--- config.mk ---
export PLATFORM = sky130hd
export DESIGN_NAME = serial_adder_flat
export DESIGN_NICKNAME = d
export VERILOG_FILES = /design/src/rtl/serial_adder_if.sv /design/src/rtl/serial_adder.sv /design/src/flat_wrapper.sv
export SDC_FILE = /design/constraint.sdc
export NUM_CORES = 1
export LEC_CHECK = 0
export CAP_MARGIN = 0
export CORE_AREA = 2 2 81 83
export CTS_CLUSTER_DIAMETER = 100
export DETAILED_ROUTE_END_ITERATION = 10
export DIE_AREA = 0 0 83 85
export MAX_ROUTING_LAYER = met4
export SLEW_MARGIN = 10
export SYNTH_ARGS = -nofsm -noshare
export SYNTH_HDL_FRONTEND = slang
export SYNTH_SLANG_ARGS = --single-unit
--- constraint.sdc ---
create_clock -name clk -period 4.09 [get_ports clk]
set_clock_uncertainty 0.2 [all_clocks]
set_input_delay 1.0225 -clock clk [delete_from_list [all_inputs] [get_ports clk]]
set_output_delay 1.0225 -clock clk [all_outputs]
set_load 0.03 [all_outputs]
--- src/rtl/serial_adder_if.sv ---
// Start/busy/done handshake and operand/result bundle for the bit-serial adder.
// The sequencer side holds the master modport; the adder holds the slave.
interface serial_adder_if #(
    parameter int WIDTH = 8
);
    logic             start;
    logic [WIDTH-1:0] a;
    logic [WIDTH-1:0] b;
    logic             cin;
    logic             sub;
    logic             busy;
    logic             done;
    logic [WIDTH-1:0] sum;
    logic             cout;
    logic             ovf;

    modport master (
        output start, a, b, cin, sub,
        input  busy, done, sum, cout, ovf
    );

    modport slave (
        input  start, a, b, cin, sub,
        output busy, done, sum, cout, ovf
    );
endinterface

--- src/rtl/serial_adder.sv ---
// Bit-serial adder/subtractor: one full-adder cell and a carry flop, LSB first,
// one bit per clock, with registered sum/carry-out/signed-overflow results.
module serial_adder #(
    parameter int WIDTH = 8
) (
    input  logic           clk,
    input  logic           rst_n,
    serial_adder_if.slave  bus
);
    localparam int CW = $clog2(WIDTH);

    typedef enum logic [1:0] {IDLE, RUN, DONE} state_t;

    state_t           state_q, state_d;
    logic [WIDTH-1:0] op_a_q, op_a_d;
    logic [WIDTH-1:0] op_b_q, op_b_d;
    logic             carry_q, carry_d;
    logic [CW-1:0]    cnt_q, cnt_d;
    logic [WIDTH-1:0] sum_q, sum_d;
    logic             cout_q, cout_d;
    logic             ovf_q, ovf_d;
    logic             s_bit;
    logic             c_bit;

    assign s_bit = op_a_q[0] ^ op_b_q[0] ^ carry_q;
    assign c_bit = (op_a_q[0] & op_b_q[0]) | (op_b_q[0] & carry_q) | (carry_q & op_a_q[0]);

    always_comb begin
        state_d = state_q;
        op_a_d  = op_a_q;
        op_b_d  = op_b_q;
        carry_d = carry_q;
        cnt_d   = cnt_q;
        sum_d   = sum_q;
        cout_d  = cout_q;
        ovf_d   = ovf_q;
        case (state_q)
            IDLE: begin
                if (bus.start) begin
                    op_a_d  = bus.a;
                    op_b_d  = bus.b ^ {WIDTH{bus.sub}};
                    carry_d = bus.cin ^ bus.sub;
                    cnt_d   = '0;
                    state_d = RUN;
                end
            end
            RUN: begin
                // op_a doubles as the result shift register: sum bits enter at
                // the MSB as operand bits leave at the LSB.
                op_a_d  = {s_bit, op_a_q[WIDTH-1:1]};
                op_b_d  = {1'b0, op_b_q[WIDTH-1:1]};
                carry_d = c_bit;
                cnt_d   = cnt_q + CW'(1);
                if (cnt_q == CW'(WIDTH - 1)) begin
                    sum_d   = {s_bit, op_a_q[WIDTH-1:1]};
                    cout_d  = c_bit;
                    ovf_d   = c_bit ^ carry_q;
                    state_d = DONE;
                end
            end
            DONE:    state_d = IDLE;
            default: state_d = IDLE;
        endcase
    end

    always_ff @(posedge clk) begin
        if (!rst_n) begin
            state_q <= IDLE;
            op_a_q  <= '0;
            op_b_q  <= '0;
            carry_q <= 1'b0;
            cnt_q   <= '0;
            sum_q   <= '0;
            cout_q  <= 1'b0;
            ovf_q   <= 1'b0;
        end else begin
            state_q <= state_d;
            op_a_q  <= op_a_d;
            op_b_q  <= op_b_d;
            carry_q <= carry_d;
            cnt_q   <= cnt_d;
            sum_q   <= sum_d;
            cout_q  <= cout_d;
            ovf_q   <= ovf_d;
        end
    end

    assign bus.busy = (state_q == RUN);
    assign bus.done = (state_q == DONE);
    assign bus.sum  = sum_q;
    assign bus.cout = cout_q;
    assign bus.ovf  = ovf_q;
endmodule

--- src/flat_wrapper.sv ---
// flat-port wrapper written by rule: the top's interface ports become plain ports
module serial_adder_flat 
#(
    parameter int WIDTH = 8
)
  (clk, rst_n, bus_start, bus_a, bus_b, bus_cin, bus_sub, bus_busy, bus_done, bus_sum, bus_cout, bus_ovf);
  serial_adder_if #(.WIDTH(WIDTH)) bus_i ();
  input  logic clk;
  input  logic rst_n;
  input wire logic [$bits(bus_i.start)-1:0] bus_start;
  input wire logic [$bits(bus_i.a)-1:0] bus_a;
  input wire logic [$bits(bus_i.b)-1:0] bus_b;
  input wire logic [$bits(bus_i.cin)-1:0] bus_cin;
  input wire logic [$bits(bus_i.sub)-1:0] bus_sub;
  output wire logic [$bits(bus_i.busy)-1:0] bus_busy;
  output wire logic [$bits(bus_i.done)-1:0] bus_done;
  output wire logic [$bits(bus_i.sum)-1:0] bus_sum;
  output wire logic [$bits(bus_i.cout)-1:0] bus_cout;
  output wire logic [$bits(bus_i.ovf)-1:0] bus_ovf;
  assign bus_i.start = bus_start;
  assign bus_i.a = bus_a;
  assign bus_i.b = bus_b;
  assign bus_i.cin = bus_cin;
  assign bus_i.sub = bus_sub;
  assign bus_busy = bus_i.busy;
  assign bus_done = bus_i.done;
  assign bus_sum = bus_i.sum;
  assign bus_cout = bus_i.cout;
  assign bus_ovf = bus_i.ovf;
  serial_adder #(.WIDTH(WIDTH)) u_core (.clk(clk), .rst_n(rst_n), .bus(bus_i));
endmodule
## Word level (Yosys, flattened, before mapping)

Cells that the tools add are included.

| operators by class | value |
|---|---|
| bitwise logic cells | 10 |
| add/subtract/negate cells | 1 |
| shifts and indexed selects | 0 |
| multiplexer cells | 11 |
| $lt $le $gt $ge | 0 |
| div/mod/pow operators | 0 |
| eq/ne operators | 5 |
| multiply operators | 0 |
| reductions and logical operators | 5 |

Operators by type and width:

| kind | number |
|---|---|
| case mux 8 bit (2 select lines) | 2 |
| 2-to-1 mux 8 bit | 2 |
| bitwise XOR 8 bit | 1 |
| case mux 3 bit (2 select lines) | 1 |
| AND reduction 2 bit | 3 |
| 2-to-1 mux 2 bit | 2 |
| case mux 2 bit (2 select lines) | 1 |
| bitwise XOR 1 bit | 4 |
| adder 3 x 1 -> 3 bit (second input constant) | 1 |
| AND 1 bit | 3 |
| == test 3 bit (second input constant) | 1 |
| 2-to-1 mux 3 bit | 1 |
| == test 2 x 1 -> 1 bit (second input constant) | 1 |
| == test 2 bit (second input constant) | 1 |
| zero test 2 bit | 1 |
| != test 2 x 1 -> 1 bit (second input constant) | 1 |
| != test 2 bit (second input constant) | 1 |
| OR 1 bit | 2 |
| case mux 1 bit (2 select lines) | 1 |
| nonzero test 2 bit | 1 |
| 2-to-1 mux 1 bit | 1 |

| word-level totals | value |
|---|---|
| memories | 0 |
| input bits | 21 |
| logic and storage cells | 40 |
| latch bits | 0 |
| ROM bits | 0 |
| register bits after elaboration | 32 |
| bits in writable memories | 0 |
| output and inout port bits | 12 |

## Logic depth before layout (Yosys ltp)

| depth | value |
|---|---|
| depth in word-level cells | 4 |
| gate-level depth with buffers | 6 |
| gate-level depth less buffers | 5 |

## Worst setup path after synthesis

OpenSTA, ideal clock, no wires.

| timing | value |
|---|---|
| path kind | register to output |
| start point | register u_core.state_q[1] |
| end point | output bus_done |
| buffers on the path | 1 |
| stages on the path, launching flop included | 4 |
| arrival time | 1.068 ns |
| slack | 1.800 ns |
| data required time | 2.868 ns |
| cells stage by stage | dfxtp_1 -> buf_2 -> clkinv_1 -> nor2_1 |

| between the ends | value |
|---|---|
| longest elaborated chain between the ends | 1 |

Ends and longest elaborated chain:

| element | line | text |
|---|---|---|
| start, declared | serial_adder.sv:14 | `state_t state_q, state_d;` |
| start signal, assigned | serial_adder.sv:77 | `state_q <= state_d;` |
| == test 2 bit | serial_adder.sv:89 | `assign bus.done = (state_q == DONE);` |
| end, declared | flat_wrapper.sv:16 | `output wire logic [$bits(bus_i.done)-1:0] bus_done;` |

No other way between the ends.

## Final worst setup path

| timing | value |
|---|---|
| start point | register u_core.state_q[0] |
| end point | output bus_busy |

| between the ends | value |
|---|---|
| longest elaborated chain between the ends | 1 |

Ends and longest elaborated chain:

| element | line | text |
|---|---|---|
| == test 2 x 1 -> 1 bit | serial_adder.sv:88 | `assign bus.busy = (state_q == RUN);` |
| end, declared | flat_wrapper.sv:15 | `output wire logic [$bits(bus_i.busy)-1:0] bus_busy;` |

No other way between the ends.

==> summary.md <==
| Metric | Value |
|---|---|
| Status | finished clean |
| Critical Path RT | 2.87 ns |
| FF+latch count, synth | 32 |
| Total Neg Setup Slack | 0 ns |
| Post-CTS Setup Inserts | 0 |
| N_diodes | 0 |
| Routed vias | 1,229 |
| RSZ-0062 raised after global routing | no |
| # hold bufs at CTS | 0 |
| Worst slew pin tran | 1.13 ns |
| Max Freq | 0.297 GHz |
| Clock sink count | 32 |
| DP HPWL | 2.30 mm |
| Hold Path Class | flop to flop |
| Row cnt | 29 |
| Skew-Pair Late Insertion Delay | 0.27 ns |
| First-pass GRT wire length | 5.40 mm |
| Gpl congestion | 0.722 |
| CP max FO | 14 |
| Vias in the first global route | 1,167 |
| Slew margin rel. | 0.244 |
| Synth Net Count | 185 |
| Synth Warn # | 0 |
| Routed wire length | 3.16 mm |
| Pins Over Slew Limit | 0 |
| Initial Util | 0.240 |
| CTS clock-pin slew for the worst setup and hold paths | 0.07 ns |
| Critical path type | flop to output port |
| CP Launch Type | flop |
| Final std cells w/o fill | 268 |
| Total die area | 7060 µm² |
| Leakage | 0.704 nW |
| Post-route cell area | 1940 µm² |
| H-tree levels | 2 |
| Yosys cell types | 35 |
| PostCTS Resize Cnt | 0 |
| CP Capture Type | output port |
| Share of cells above drive strength 1 | 0.0838 |
| Die Span X | 83 µm |
| Average cell area after synthesis | 9.23 µm² |
| Largest net degree at the start of global routing | 35 |
| Nets | 214 |
| Placed insts | 260 |
| Area of the core | 6200 µm² |
| Overall routing resource usage | 0.0975 |
| TritonCTS clock tree | done |
| GR Overflow Total | 0 |
| IO buf count | 32 |
| Most frequent cells in the layout | clkdlybuf4s50_1, dfxtp_1, nand2_1 |
| Max Cap Viol | 0 |
| Syn Inst Count | 161 |
| IR drop worst, VDD | 0.000210 V |
| Power per standard cell area | 353 nW/µm² |
| Residual DRC | 0 |
| P&R area growth vs syn | 30.4% |
| Total clock buffers created by CTS | 5 |
| Fin. Hold Viols | 0 |
| Minimum clock period | 3.36 ns |
| I/O pin total | 33 |
| Seq/Total Area, Yosys | 0.431 |
| Final setup viols | 0 |
| CP arrival | 2.14 ns |
| WL/cell | 11.8 µm |
| Final total power | 0.684 mW |
| Final Cycle Share | 0.822 |
| Die Y | 85 µm |
| Post-DP Area | 1850 µm² |
| Antenna violations before repair | 0 |
| Number of detailed-route iterations in the first pass | 4 |
| Via/cell ratio | 4.59 |
| Longest Clk Path Bufs | 2 |
| Initial DRC count | 59 |
| Filler cells | 664 |
| Root Driver | clkbuf_8 |
| Mapped cell area | 1490 µm² |
| Routed Antenna Nets | 0 |
final cells by class:
class | instances | area, µm² | area share
multi-input cells | 114 | 766 | 0.395
flip-flops and latches | 32 | 641 | 0.331
repair buffers | 33 | 328 | 0.169
well taps | 77 | 96.3 | 0.0497
clock buffers | 6 | 82.6 | 0.0426
inverters | 4 | 15.0 | 0.00775
clock inverters | 2 | 10.0 | 0.00516
through the flow:
stage | setup WS, ns | util | hold slack (ns)
global placement | 1.05 | 0.297 | 0.253
detailed placement | 1.04 | 0.297 | 0.259
CTS | 0.730 | 0.312 | 0.269
floorplan | 1.80 | - | 0.251
global route | 0.536 | 0.312 | 0.288
finish | 0.728 | 0.312 | 0.262
path summary, 6_finish.rpt:
check | endpoint | slack, ns | cells after the start | start
worst max-delay path | bus_busy | 0.73 | 3 | u_core.state_q[0]
worst min-delay path | u_core.bus.sum[2] | 0.26 | 2 | u_core.bus.sum[2]
worst max register to register | u_core.bus.ovf | 2.41 | 5 | u_core.cnt_q[0]
worst min register to register | u_core.bus.sum[2] | 0.26 | 2 | u_core.bus.sum[2]
cells by family after synthesis:
| group | share of synthesized area |
|---|---|
| DFF | 0.431 |
| and+or+nand+nor | 0.178 |
| buffers and inverters | 0.0539 |
| AOI/OAI and AO/OA | 0.248 |
| xor gates and xnor gates | 0.0589 |
| adders and majority gates | 0.0303 |
routing by layer:
layer,track usage,up-vias,share of wire
li1,-,629,-
met1,0.127,558,0.49
met2,0.147,40,0.45
met3,0.0272,2,0.061
met4,0.0313,0,0.0060
met5,-,-,0
cells in the mapped netlist, drive strengths merged:
library cell / n / area (µm²)
nor2b: 3 / 18.8
o221ai: 10 / 100
and2: 1 / 6.26
nor2: 6 / 22.5
nand3: 8 / 40.0
a21oi: 9 / 45.0
and3b: 1 / 8.76
xor2: 5 / 43.8
xnor2: 5 / 43.8
o2bb2ai: 5 / 43.8
a21boi: 9 / 67.6
o211a: 2 / 20.0
a22oi: 3 / 22.5
nand2: 26 / 105
fa: 1 / 20.0
dfxtp: 32 / 641
nand2b: 2 / 12.5
inv: 3 / 11.3
clkinv: 1 / 3.75
o21ba: 1 / 10.0
or3b: 2 / 17.5
nor3b: 1 / 18.8
ha: 2 / 25.0
o21ai: 8 / 40.0
clkbuf: 3 / 11.3
nand3b: 1 / 7.51
o21bai: 1 / 7.51
buf: 8 / 53.8
o211ai: 1 / 12.5
and3: 1 / 6.26
registers in the layout, summed over array words and instances (netlist names):
signal / count
u_core.bus.cout: 1
u_core.op_a_q: 8
u_core.cnt_q: 3
u_core.carry_q: 1
u_core.bus.sum: 8
u_core.bus.ovf: 1
u_core.op_b_q: 8
u_core.state_q: 2
worst max-delay path, cell delays in order (launching register included):
cell,delay (ns)
dfxtp_1,0.62
nand2b_1,0.35
inv_2,0.20
clkdlybuf4s50_1,0.69
power by group:
group	leakage (nW)	switching [mW]	internal [mW]
clock network	0.0510	0.113	0.134
registers	0.262	0.0144	0.330
logic	0.391	0.0450	0.0480
total	0.704	0.172	0.512
Note: power is estimated with default switching activity, not from simulation.
